===== src/rtl/i2s_tx_param.sv =====
// Parametrised I2S / left-justified stereo transmitter with a one-deep valid/ready sample buffer.
// Optional macro I2S_TX_UNDERRUN_CNT_EN adds a saturating 16-bit underrun_count output.
module i2s_tx_param #(
    parameter int unsigned DATA_W  = 16,
    parameter int unsigned SLOT_W  = 16,
    parameter int unsigned CLK_DIV = 4,
    parameter int unsigned MODE    = 0
) (
    input  logic              clk,
    input  logic              rst,
    input  logic              enable,
    input  logic [DATA_W-1:0] left_data,
    input  logic [DATA_W-1:0] right_data,
    input  logic              sample_valid,
    output logic              sample_ready,
    output logic              bclk,
    output logic              lrclk,
    output logic              sdata,
    output logic              right_n_left,
    output logic              underrun
`ifdef I2S_TX_UNDERRUN_CNT_EN
    ,
    output logic [15:0]       underrun_count
`endif
);

    localparam int unsigned FRAME_W = 2 * SLOT_W;
    localparam int unsigned BC_W    = $clog2(FRAME_W);
    localparam int unsigned DC_W    = (CLK_DIV > 1) ? $clog2(CLK_DIV) : 1;

    typedef enum logic {ST_IDLE, ST_RUN} state_t;

    state_t            state, state_n;
    logic [DC_W-1:0]   div_cnt, div_n;
    logic [BC_W-1:0]   bit_cnt, bc_n, bc_inc_c, pos_c;
    logic              bclk_n, load_c, upd_c, take_c, accept_c;
    logic              rnl_c, lr_c, sdata_c;
    logic [DATA_W-1:0] hold_l, hold_r, cur_l, cur_r, word_l_c, word_r_c;
    logic [SLOT_W-1:0] slot_c;

    assign accept_c = sample_valid && sample_ready;
    assign take_c   = load_c && !sample_ready;

    // Run/idle state register
    always_ff @(posedge clk or posedge rst) begin
        if (rst) state <= ST_IDLE;
        else     state <= state_n;
    end

    // Next state, divider, bit counter and frame-load strobe
    always_comb begin
        state_n = state;
        div_n   = div_cnt;
        bclk_n  = bclk;
        bc_n    = bit_cnt;
        load_c  = 1'b0;
        upd_c   = 1'b0;
        if (!enable) begin
            state_n = ST_IDLE;
            div_n   = '0;
            bclk_n  = 1'b0;
            bc_n    = '0;
        end else if (state == ST_IDLE) begin
            state_n = ST_RUN;
            div_n   = '0;
            bclk_n  = 1'b0;
            bc_n    = '0;
            load_c  = 1'b1;
            upd_c   = 1'b1;
        end else if (div_cnt == DC_W'(CLK_DIV - 1)) begin
            div_n  = '0;
            bclk_n = ~bclk;
            if (bclk) begin
                upd_c = 1'b1;
                if (bit_cnt == BC_W'(FRAME_W - 1)) begin
                    bc_n   = '0;
                    load_c = 1'b1;
                end else begin
                    bc_n = bit_cnt + 1'b1;
                end
            end
        end else begin
            div_n = div_cnt + 1'b1;
        end
    end

    // Output values for the bit that bc_n selects, using the freshly loaded pair on a load
    always_comb begin
        word_l_c = take_c ? hold_l : cur_l;
        word_r_c = take_c ? hold_r : cur_r;
        rnl_c    = (bc_n >= BC_W'(SLOT_W));
        pos_c    = rnl_c ? (bc_n - BC_W'(SLOT_W)) : bc_n;
        slot_c   = SLOT_W'(rnl_c ? word_r_c : word_l_c) << (SLOT_W - DATA_W);
        slot_c   = slot_c << pos_c;
        sdata_c  = slot_c[SLOT_W-1];
        bc_inc_c = (bc_n == BC_W'(FRAME_W - 1)) ? '0 : (bc_n + 1'b1);
        lr_c     = (MODE == 1) ? rnl_c : (bc_inc_c >= BC_W'(SLOT_W));
    end

    // Datapath: counters, pins, holding and last-sample registers
    always_ff @(posedge clk or posedge rst) begin
        if (rst) begin
            div_cnt      <= '0;
            bit_cnt      <= '0;
            bclk         <= 1'b0;
            lrclk        <= 1'b0;
            sdata        <= 1'b0;
            right_n_left <= 1'b0;
            underrun     <= 1'b0;
            sample_ready <= 1'b1;
            hold_l       <= '0;
            hold_r       <= '0;
            cur_l        <= '0;
            cur_r        <= '0;
        end else begin
            div_cnt  <= div_n;
            bit_cnt  <= bc_n;
            bclk     <= bclk_n;
            underrun <= load_c && sample_ready;
            if (!enable) begin
                {lrclk, sdata, right_n_left} <= 3'b000;
            end else if (upd_c) begin
                lrclk        <= lr_c;
                sdata        <= sdata_c;
                right_n_left <= rnl_c;
            end
            if (take_c) begin
                cur_l        <= hold_l;
                cur_r        <= hold_r;
                sample_ready <= 1'b1;
            end
            // Accept needs an empty holding register, so it never collides with take_c
            if (accept_c) begin
                hold_l       <= left_data;
                hold_r       <= right_data;
                sample_ready <= 1'b0;
            end
        end
    end

`ifdef I2S_TX_UNDERRUN_CNT_EN
    // Saturating count of underrun pulses
    always_ff @(posedge clk or posedge rst) begin
        if (rst) begin
            underrun_count <= '0;
        end else if (load_c && sample_ready && (underrun_count != 16'hFFFF)) begin
            underrun_count <= underrun_count + 16'd1;
        end
    end
`endif

endmodule


===== config.mk =====
export PLATFORM = sky130hd
export DESIGN_NAME = i2s_tx_param
export DESIGN_NICKNAME = d
export VERILOG_FILES = /design/src/rtl/i2s_tx_param.sv
export SDC_FILE = /design/constraint.sdc
export NUM_CORES = 1
export LEC_CHECK = 0
export ABC_AREA = 1
export CORE_UTILIZATION = 63
export CTS_BUF_LIST = sky130_fd_sc_hd__clkbuf_2 sky130_fd_sc_hd__clkbuf_4 sky130_fd_sc_hd__clkbuf_8
export DETAILED_ROUTE_END_ITERATION = 16
export GPL_ROUTABILITY_DRIVEN = 0
export PLACE_DENSITY = 0.88
export RECOVER_POWER = 50
export REMOVE_ABC_BUFFERS = 1
export SLEW_MARGIN = 40
export SYNTH_ARGS = -nofsm -noshare
export SYNTH_HDL_FRONTEND = slang
export SYNTH_SLANG_ARGS = --single-unit
export TNS_END_PERCENT = 5

===== constraint.sdc =====
create_clock -name clk -period 4.1 [get_ports clk]
set_clock_uncertainty 0.2 [all_clocks]
set_input_delay 0.82 -clock clk [delete_from_list [all_inputs] [get_ports clk]]
set_output_delay 0.82 -clock clk [all_outputs]
set_load 0.02 [all_outputs]

# --- Word-level counts from Yosys, hierarchy flattened ---
# Cells that the tools add are included.
totals:
  ff_bits: 78
  inputBits: 36
  out_inout_bits: 6
op_classes:
  n_addsub: 4
  order_cmp: 2
  n_eq_ne: 5
  n_shift: 1
  muxes: 34
  n_bitwise: 1
  n_reduce_logical: 5
ops:
  columns: ["cell", "n"]
  rows:
  - ["16-bit 2-to-1 mux", 3]
  - ["5-bit 2-to-1 mux", 7]
  - ["1-bit 2-to-1 mux", 21]
  - ["16-bit by 5-bit left shift with 16-bit output", 1]
  - ["5-bit by 1-bit adder with 5-bit output (second input constant)", 2]
  - ["5-bit equality test (second input constant)", 2]
  - ["5-bit greater-or-equal comparator (second input constant)", 2]
  - ["2-bit 2-to-1 mux", 3]
  - ["5-bit subtractor (second input constant)", 1]
  - ["1-bit logical AND", 3]
  - ["3-bit by 2-bit inequality test with 1-bit output (second input constant)", 1]
  - ["2-bit by 1-bit adder with 2-bit output (second input constant)", 1]
  - ["2-bit equality test (second input constant)", 1]
  - ["2-bit by 1-bit inequality test with 1-bit output (second input constant)", 1]
  - ["2-bit nonzero test", 1]
  - ["1-bit zero test", 1]
  - ["1-bit inverter", 1]

# --- Logic depth before layout (Yosys ltp) ---
# Gate-level depths: netlist of run 1.
depth:
  ltp_word: 12
  depth_mapped: 18
  depth_no_buf: 17

# --- Worst setup path after synthesis of run 1 ---
# OpenSTA, ideal clock, no wires.
synth_timing:
  path_kind: "input -> register"
  start: "input port enable"
  end: "register sdata"
  setup_ps: 117
  t_arrival_ps: 1959
  required_ps: 3783
  path_slack_ps: 1824
  path_stages: 15
  path_cell_list: "buf_4 nand2_4 clkinv_2 nand2_4 nor2_8 inv_4 buf_6 nand3_1 nand3_1 nand3_1 nand3_1 nand2_1 nand2_1 nand3_1 nand2_1"
synth_between:
  elab_chain_len: 7
  word_cells_on_any_way: 14
synth_lines:
  columns: ["element", "line", "rtl"]
  rows:
  - ["start: declaration", "11", "input logic enable,"]
  - ["parallel branches: the longest is 7 deep, another holds 5-bit subtractor", null, null]
  - ["end signal: assignment", "124", "sdata <= sdata_c;"]
  - ["end: declaration", "18", "output logic sdata,"]
# Parallel ways; which one is timed is not known. The select of a mux whose other input is x is not followed.
# A chain may end at the register's enable or synchronous reset.

# --- Worst setup path after layout of run 1 ---
# Ends and elaborated chain as after synthesis.

==> run summary, run 1 <==
Status = complete, but fails checks
Failing checks = max-capacitance violations, max-slew violations
Setup_tns = 0 ps
CP Class = in -> reg
Synth Cell Area = 0.00374 mm^2
Logic pwr share = 0.211
Leak = 2.19 nW
Final hold viol count = 0
TritonCTS Sinks = 78
# fillers = 385
Drt pass-1 iters = 5
Max Slew Vio Count = 79
Avg Vias per Cell = 5.64
Min-Delay Path Class = reg -> reg
Cells on Worst Hold Path = 1
Unrepaired setup endpoints after global routing = no
Cell taking the most area after synthesis = dfrtp_1
HP Start = div_cnt[0]
Port Buffers = 41
Via count = 3150
Vias in the first global route = 3091
Post-synth EDFFs = 0
Overall routing resource usage = 0.287
Total power = 2.03 mW
FF-to-FF path depth = 16
Largest net degree at the start of global routing = 79
H-tree levels = 3
Critical-path top delay cell = dlygate4sd3_1
Share of post-route cells with drive strength above 1 = 0.0698
Most used cell, CP = nand2_1
Critical path's largest stage delay = 620 ps
Drt wl/cell = 14.3 um
Max_cap viols = 1
Gate count after technology mapping = 447
# diodes = 0
Setup violators final = 0
Psw = 575 uW
CP Capture Type = flop
FF-to-FF setup slack = 1090 ps
Synth area leaders = dfrtp_1 (52%), nand3_1 (8.0%), inv_1 (7.3%)
Crit path depth = 13
1st-iter DRT viols = 304
Arr. time, crit path = 3170 ps
Internal Power = 1.46 mW
# IOs = 42
Clock share of power = 0.305
Top-count cell post-synth = dfrtp_1
Average size of a mapped cell = 8.37 um^2
Yosys reg bits = 78
Core footprint = 0.00561 mm^2
Fmax = 325 MHz
Hold_buf cts = 0
Hold EP = div_cnt[0]
Cell family with most CP delay = simple AND/OR/NAND/NOR gates
CP bufs+invs = 3
Clock transition at path regs = 80 ps
Root Driver = clkbuf_8
Top cell type's share of synthesized area = 0.515
Setup repair bufs after CTS = 0
Final wirelength = 7990 um
CP required = 4200 ps
Critical R2R Launch = bit_cnt[1]
Clk Latency, worst-skew pair = 350 ps
Area added between synthesis and finish = 17.2%
Die Y = 79.1 um
Tmin final = 3080 ps
Yosys Warn Count = 0
Post-route cell area = 0.00439 mm^2
Post-route clock period utilization = 0.751
Part of the power in registers = 0.484
Initial antenna violation count = 0
R2R Path End = sdata
Power per cell area = 463 mW/mm^2
Place WS = 891 ps
Most common flop cell mapped by yosys = dfrtp_1
Initial cell density of the core = 0.667
ANT nets after route = 0
CTS tree = done
Die area = 0.00625 mm^2
DR DRC count = 0
Die Wd = 79.1 um
Max rail drop VDD = 0.299 mV
First-pass GRT wire length = 13600 um
Post-CTS resize count = 0
Switching Share = 0.283
Row Count = 27
Worst-path maximum fanout = 8
CP startpoint kind = primary input
Dpl hpwl = 4980 um
Area after DPL = 0.00418 mm^2
Relative slew margins = -0.258
Clk buf depth = 2
Min Hold Slack = 236 ps
Worst Tran Pin Value = 1890 ps
Synth cell types = 28
Sequential fraction of the synthesis area = 0.522
Synth cell count leaders = dfrtp_1 (77), inv_1 (73), nand3_1 (60), nand2_1 (51), nor2_1 (46)
Gr ovfl total = 0
Nets = 521
Setup WS post-layout = 1020 ps
CP Cell Sequence = dlygate4sd3_1, nand2_1, clkinvlp_2, nand2_1, nor2_1, inv_1, nand3_1, nand3_1, nand3_1, nand2_1, nand2_1, nand3_1, nand2_1
CTS Buf Count = 9
Post-synth ARST share = 1.00
[worst max path at each step]
stage	start	end	slack (ps)
after floorplan	rst	bclk	1090
after global placement	enable	sdata	980
after detailed placement	enable	sdata	890
after CTS	bit_cnt[1]	sdata	1120
after global routing	enable	sdata	730
final	enable	sdata	1020
[kinds of logic after synthesis]
group | count (synthesis) | share of synthesized area
AND/OR/NAND/NOR | 227 | 0.304
buffers and inverters | 99 | 0.108
XOR/XNOR | 1 | 0.00234
flip-flops | 78 | 0.522
AO/OA/AOI/OAI | 39 | 0.0532
adder cells (fa/ha/maj) | 3 | 0.0100
[worst register-to-register path: stages, from the launching register on]
cell and delay (ps):
dfrtp_1 390, ha_1 190, inv_1 60, nor2_1 130, ha_1 160, nand3_1 160, nand2_2 150, nand3_2 550
nand2_1 290, nand3_1 130, nand3_1 130, nand3_1 110, nand3_1 100, nand2_1 50, nand2_1 50, nand3_1 60
nand2_1 50
[through the flow]
step,utilization,instances
after global placement,0.744,543
final,0.782,559
after CTS,0.784,559
after global routing,0.782,559
after floorplan,-,425
after detailed placement,0.745,543
[cell type report]
type                    count  area [um^2]  share of cell area
flip-flops and latches     78         1950               0.445
multi-input cells         270         1380               0.315
repair buffers             46          445               0.102
well taps                  72         90.1              0.0205
clock buffers              13          179              0.0408
inverters                  77          295              0.0673
clock inverters             3         40.0             0.00913
[power groups by stage]
stage	Combinational [mW]	Sequential, mW	Clock (mW)
CTS	0.428	0.985	0.625
detailed placement	0.419	0.999	0
global placement	0.401	0.990	0
finish	0.428	0.985	0.620
global route	0.489	0.998	0.654
floorplan	0.298	0.987	0
[cells in the final DEF (no fill, tap or decap), drive strengths merged, types with 2 or more instances in the layout]
master          n
dfrtp          77
o21ai           5
nand2          55
nand4          31
nor2           48
buf             4
nor3            2
dlygate4sd3     2
clkinv          4
nand3          61
and2           30
a21oi          32
clkdlybuf4s50  39
clkbuf         14
inv            74
ha              3
[registers in the layout, indices dropped and copies added, names as in the netlist]
| signal | cells |
|---|---|
| cur_l | 16 |
| state | 1 |
| underrun | 1 |
| lrclk | 1 |
| hold_r | 16 |
| hold_l | 16 |
| div_cnt | 2 |
| cur_r | 16 |
| sdata | 1 |
| bclk | 1 |
| bit_cnt | 5 |
| sample_ready | 1 |
| right_n_left | 1 |
[layer usage]
metal,part of all wire,up-vias,track usage
met1,0.42,1524,0.353
met4,0.024,0,0.144
met3,0.057,19,0.0701
met5,0,-,0
met2,0.50,114,0.472
li1,-,1493,-
(Power assumes the default switching activity.)
==> run 2: changes to the inputs <==
--- a/config.mk
+++ b/config.mk
@@ -6,11 +6,11 @@
 export NUM_CORES = 1
 export LEC_CHECK = 0
 export ABC_AREA = 1
-export CORE_UTILIZATION = 63
+export CORE_UTILIZATION = 58
 export CTS_BUF_LIST = sky130_fd_sc_hd__clkbuf_2 sky130_fd_sc_hd__clkbuf_4 sky130_fd_sc_hd__clkbuf_8
 export DETAILED_ROUTE_END_ITERATION = 16
 export GPL_ROUTABILITY_DRIVEN = 0
-export PLACE_DENSITY = 0.88
+export PLACE_DENSITY = 0.82
 export RECOVER_POWER = 50
 export REMOVE_ABC_BUFFERS = 1
 export SLEW_MARGIN = 40
==> constraint.sdc (replaced) <==
create_clock -name clk -period 2.93 [get_ports clk]
set_clock_uncertainty 0.2 [all_clocks]
set_input_delay 0.586 -clock clk [delete_from_list [all_inputs] [get_ports clk]]
set_output_delay 0.586 -clock clk [all_outputs]
set_load 0.02 [all_outputs]
==> run 2 against run 1 <==
  * The run still ends with max-capacitance violations, max-slew violations left
  * Critical path type is now reg -> reg
  * Clock power is 30% higher
  * Combinational power grew 43%
  * Wire length down 4.9%
  * Non-clock buffer count rose by 8
  * Critical path depth grew 5
  * First-iteration DRC count shrank 44%
  * Setup slack got worse by 610 ps
  * Count of clock-buffer cells in the layout fell by 1
  * Sequential share of layout area fell by 0.37 points
  * Flip-flop and latch count unchanged
  * Utilization decreased by 5.2 points
==> run summary, run 2 (synthesized netlist as in run 1, its figures left out) <==
Dpl hpwl = 5240 um
Area after DPL = 0.00425 mm^2
Fmax = 397 MHz
Unrepaired setup endpoints after global routing = no
Relative slew margins = -0.115
Clock transition at path regs = 70 ps
Clock share of power = 0.289
Setup violators final = 0
Max rail drop VDD = 0.436 mV
Row Count = 28
Arr. time, crit path = 2610 ps
Critical path's largest stage delay = 400 ps
Drt pass-1 iters = 4
Largest net degree at the start of global routing = 79
Critical R2R Launch = bit_cnt[0]
Psw = 790 uW
R2R Path End = sdata
Logic pwr share = 0.219
DR DRC count = 0
Post-route cell area = 0.00442 mm^2
FF-to-FF path depth = 18
Switching Share = 0.284
Core footprint = 0.00606 mm^2
Share of post-route cells with drive strength above 1 = 0.0828
# diodes = 0
Post-CTS resize count = 0
CP Class = reg -> reg
H-tree levels = 3
Commonest non-fill, non-tap cell in the layout = dfrtp_1
Avg Vias per Cell = 5.29
Setup_tns = 0 ps
Part of the power in registers = 0.492
Total power = 2.78 mW
Root Driver = clkbuf_8
# IOs = 42
FF-to-FF setup slack = 410 ps
Setup WS post-layout = 414 ps
Post-layout util = 0.730
CP required = 3020 ps
First-pass GRT wire length = 12900 um
Worst Tran Pin Value = 1670 ps
Hold_buf cts = 0
Leak = 2.21 nW
Vias in the first global route = 2886
Drt wl/cell = 13.3 um
Status = complete, but fails checks
Post-route clock period utilization = 0.859
HP Start = div_cnt[0]
Gr ovfl total = 0
Clk buf depth = 2
Overall routing resource usage = 0.259
Critical-path top delay cell = dfrtp_1
Final hold viol count = 0
1st-iter DRT viols = 170
CP Capture Type = flop
Clk Latency, worst-skew pair = 350 ps
TritonCTS Sinks = 78
Die Wd = 82.3 um
CP startpoint kind = flop
Internal Power = 1.99 mW
Place WS = 268 ps
Nets = 529
Hold EP = div_cnt[0]
Tmin final = 2520 ps
Max Slew Vio Count = 79
Initial antenna violation count = 0
Failing checks = max-capacitance violations, max-slew violations
Initial cell density of the core = 0.617
Die area = 0.00677 mm^2
Min-Delay Path Class = reg -> reg
Port Buffers = 41
Via count = 3017
Worst-path maximum fanout = 19
Cells on Worst Hold Path = 1
Die Y = 82.3 um
Most frequent cells in the layout = dfrtp_1 (77), inv_1 (72), nand3_1 (60)
Max_cap viols = 1
CP Cell Sequence = ha_1, inv_1, nor2_1, ha_1, nand3_1, nand2_2, nand3_2, buf_4, nand2_1, o21ai_1, nand2_1, nand3_1, nand3_1, nand3_1, nand2_1, nand2_1, nand3_1, nand2_1
CTS Buf Count = 9
Area added between synthesis and finish = 18.2%
Power per cell area = 630 mW/mm^2
Setup repair bufs after CTS = 0
CTS tree = done
Final wirelength = 7600 um
ANT nets after route = 0
==> run 2: final cells by class <==
type,instances,area [um^2]
Fill cell,460,1640
Multi-Input combinational cell,270,1380
Clock inverter,4,47.5
Inverter,77,295
Tap cell,75,93.8
Clock buffer,12,153
Sequential cell,78,1950
Timing Repair Buffer,54,502
==> run 2: per-layer routing <==
metal / routed length, um / track usage
met3: 385 / 0.0593
met1: 3470 / 0.345
met4: 129 / 0.104
met5: 0 / 0
met2: 3620 / 0.410
==> run 2: worst max-delay path, delay by kind of cell (launching register included) <==
family | cells | cell delay [ps]
fa+ha+maj | 2 | 380
simple gates | 13 | 1040
compound gates | 1 | 130
flops | 1 | 400
buf+inv | 2 | 300
==> run 2: power groups by stage <==
stage | Sequential (mW) | Clock, mW | Combinational [mW]
after CTS | 1.37 | 0.823 | 0.616
after global placement | 1.38 | 0 | 0.585
after detailed placement | 1.39 | 0 | 0.606
final | 1.37 | 0.805 | 0.610
after global routing | 1.39 | 0.863 | 0.696
after floorplan | 1.38 | 0 | 0.417
==> run 2: worst max path at each step <==
| stage | depth (start not counted) | from | slack [ps] | endpoint |
|---|---|---|---|---|
| after CTS | 18 | bit_cnt[0] | 430 | sdata |
| after floorplan | 1 | rst | 150 | bclk |
| after global placement | 11 | enable | 290 | sdata |
| final | 18 | bit_cnt[0] | 410 | sdata |
| after global routing | 3 | rst | 190 | cur_r[2] |
| after detailed placement | 11 | enable | 270 | sdata |
==> run 2: metrics by stage <==
step	std cells	hold slack (ps)
finish	570	242
global route	570	266
CTS	570	249
detailed placement	554	240
global placement	554	232
floorplan	425	209
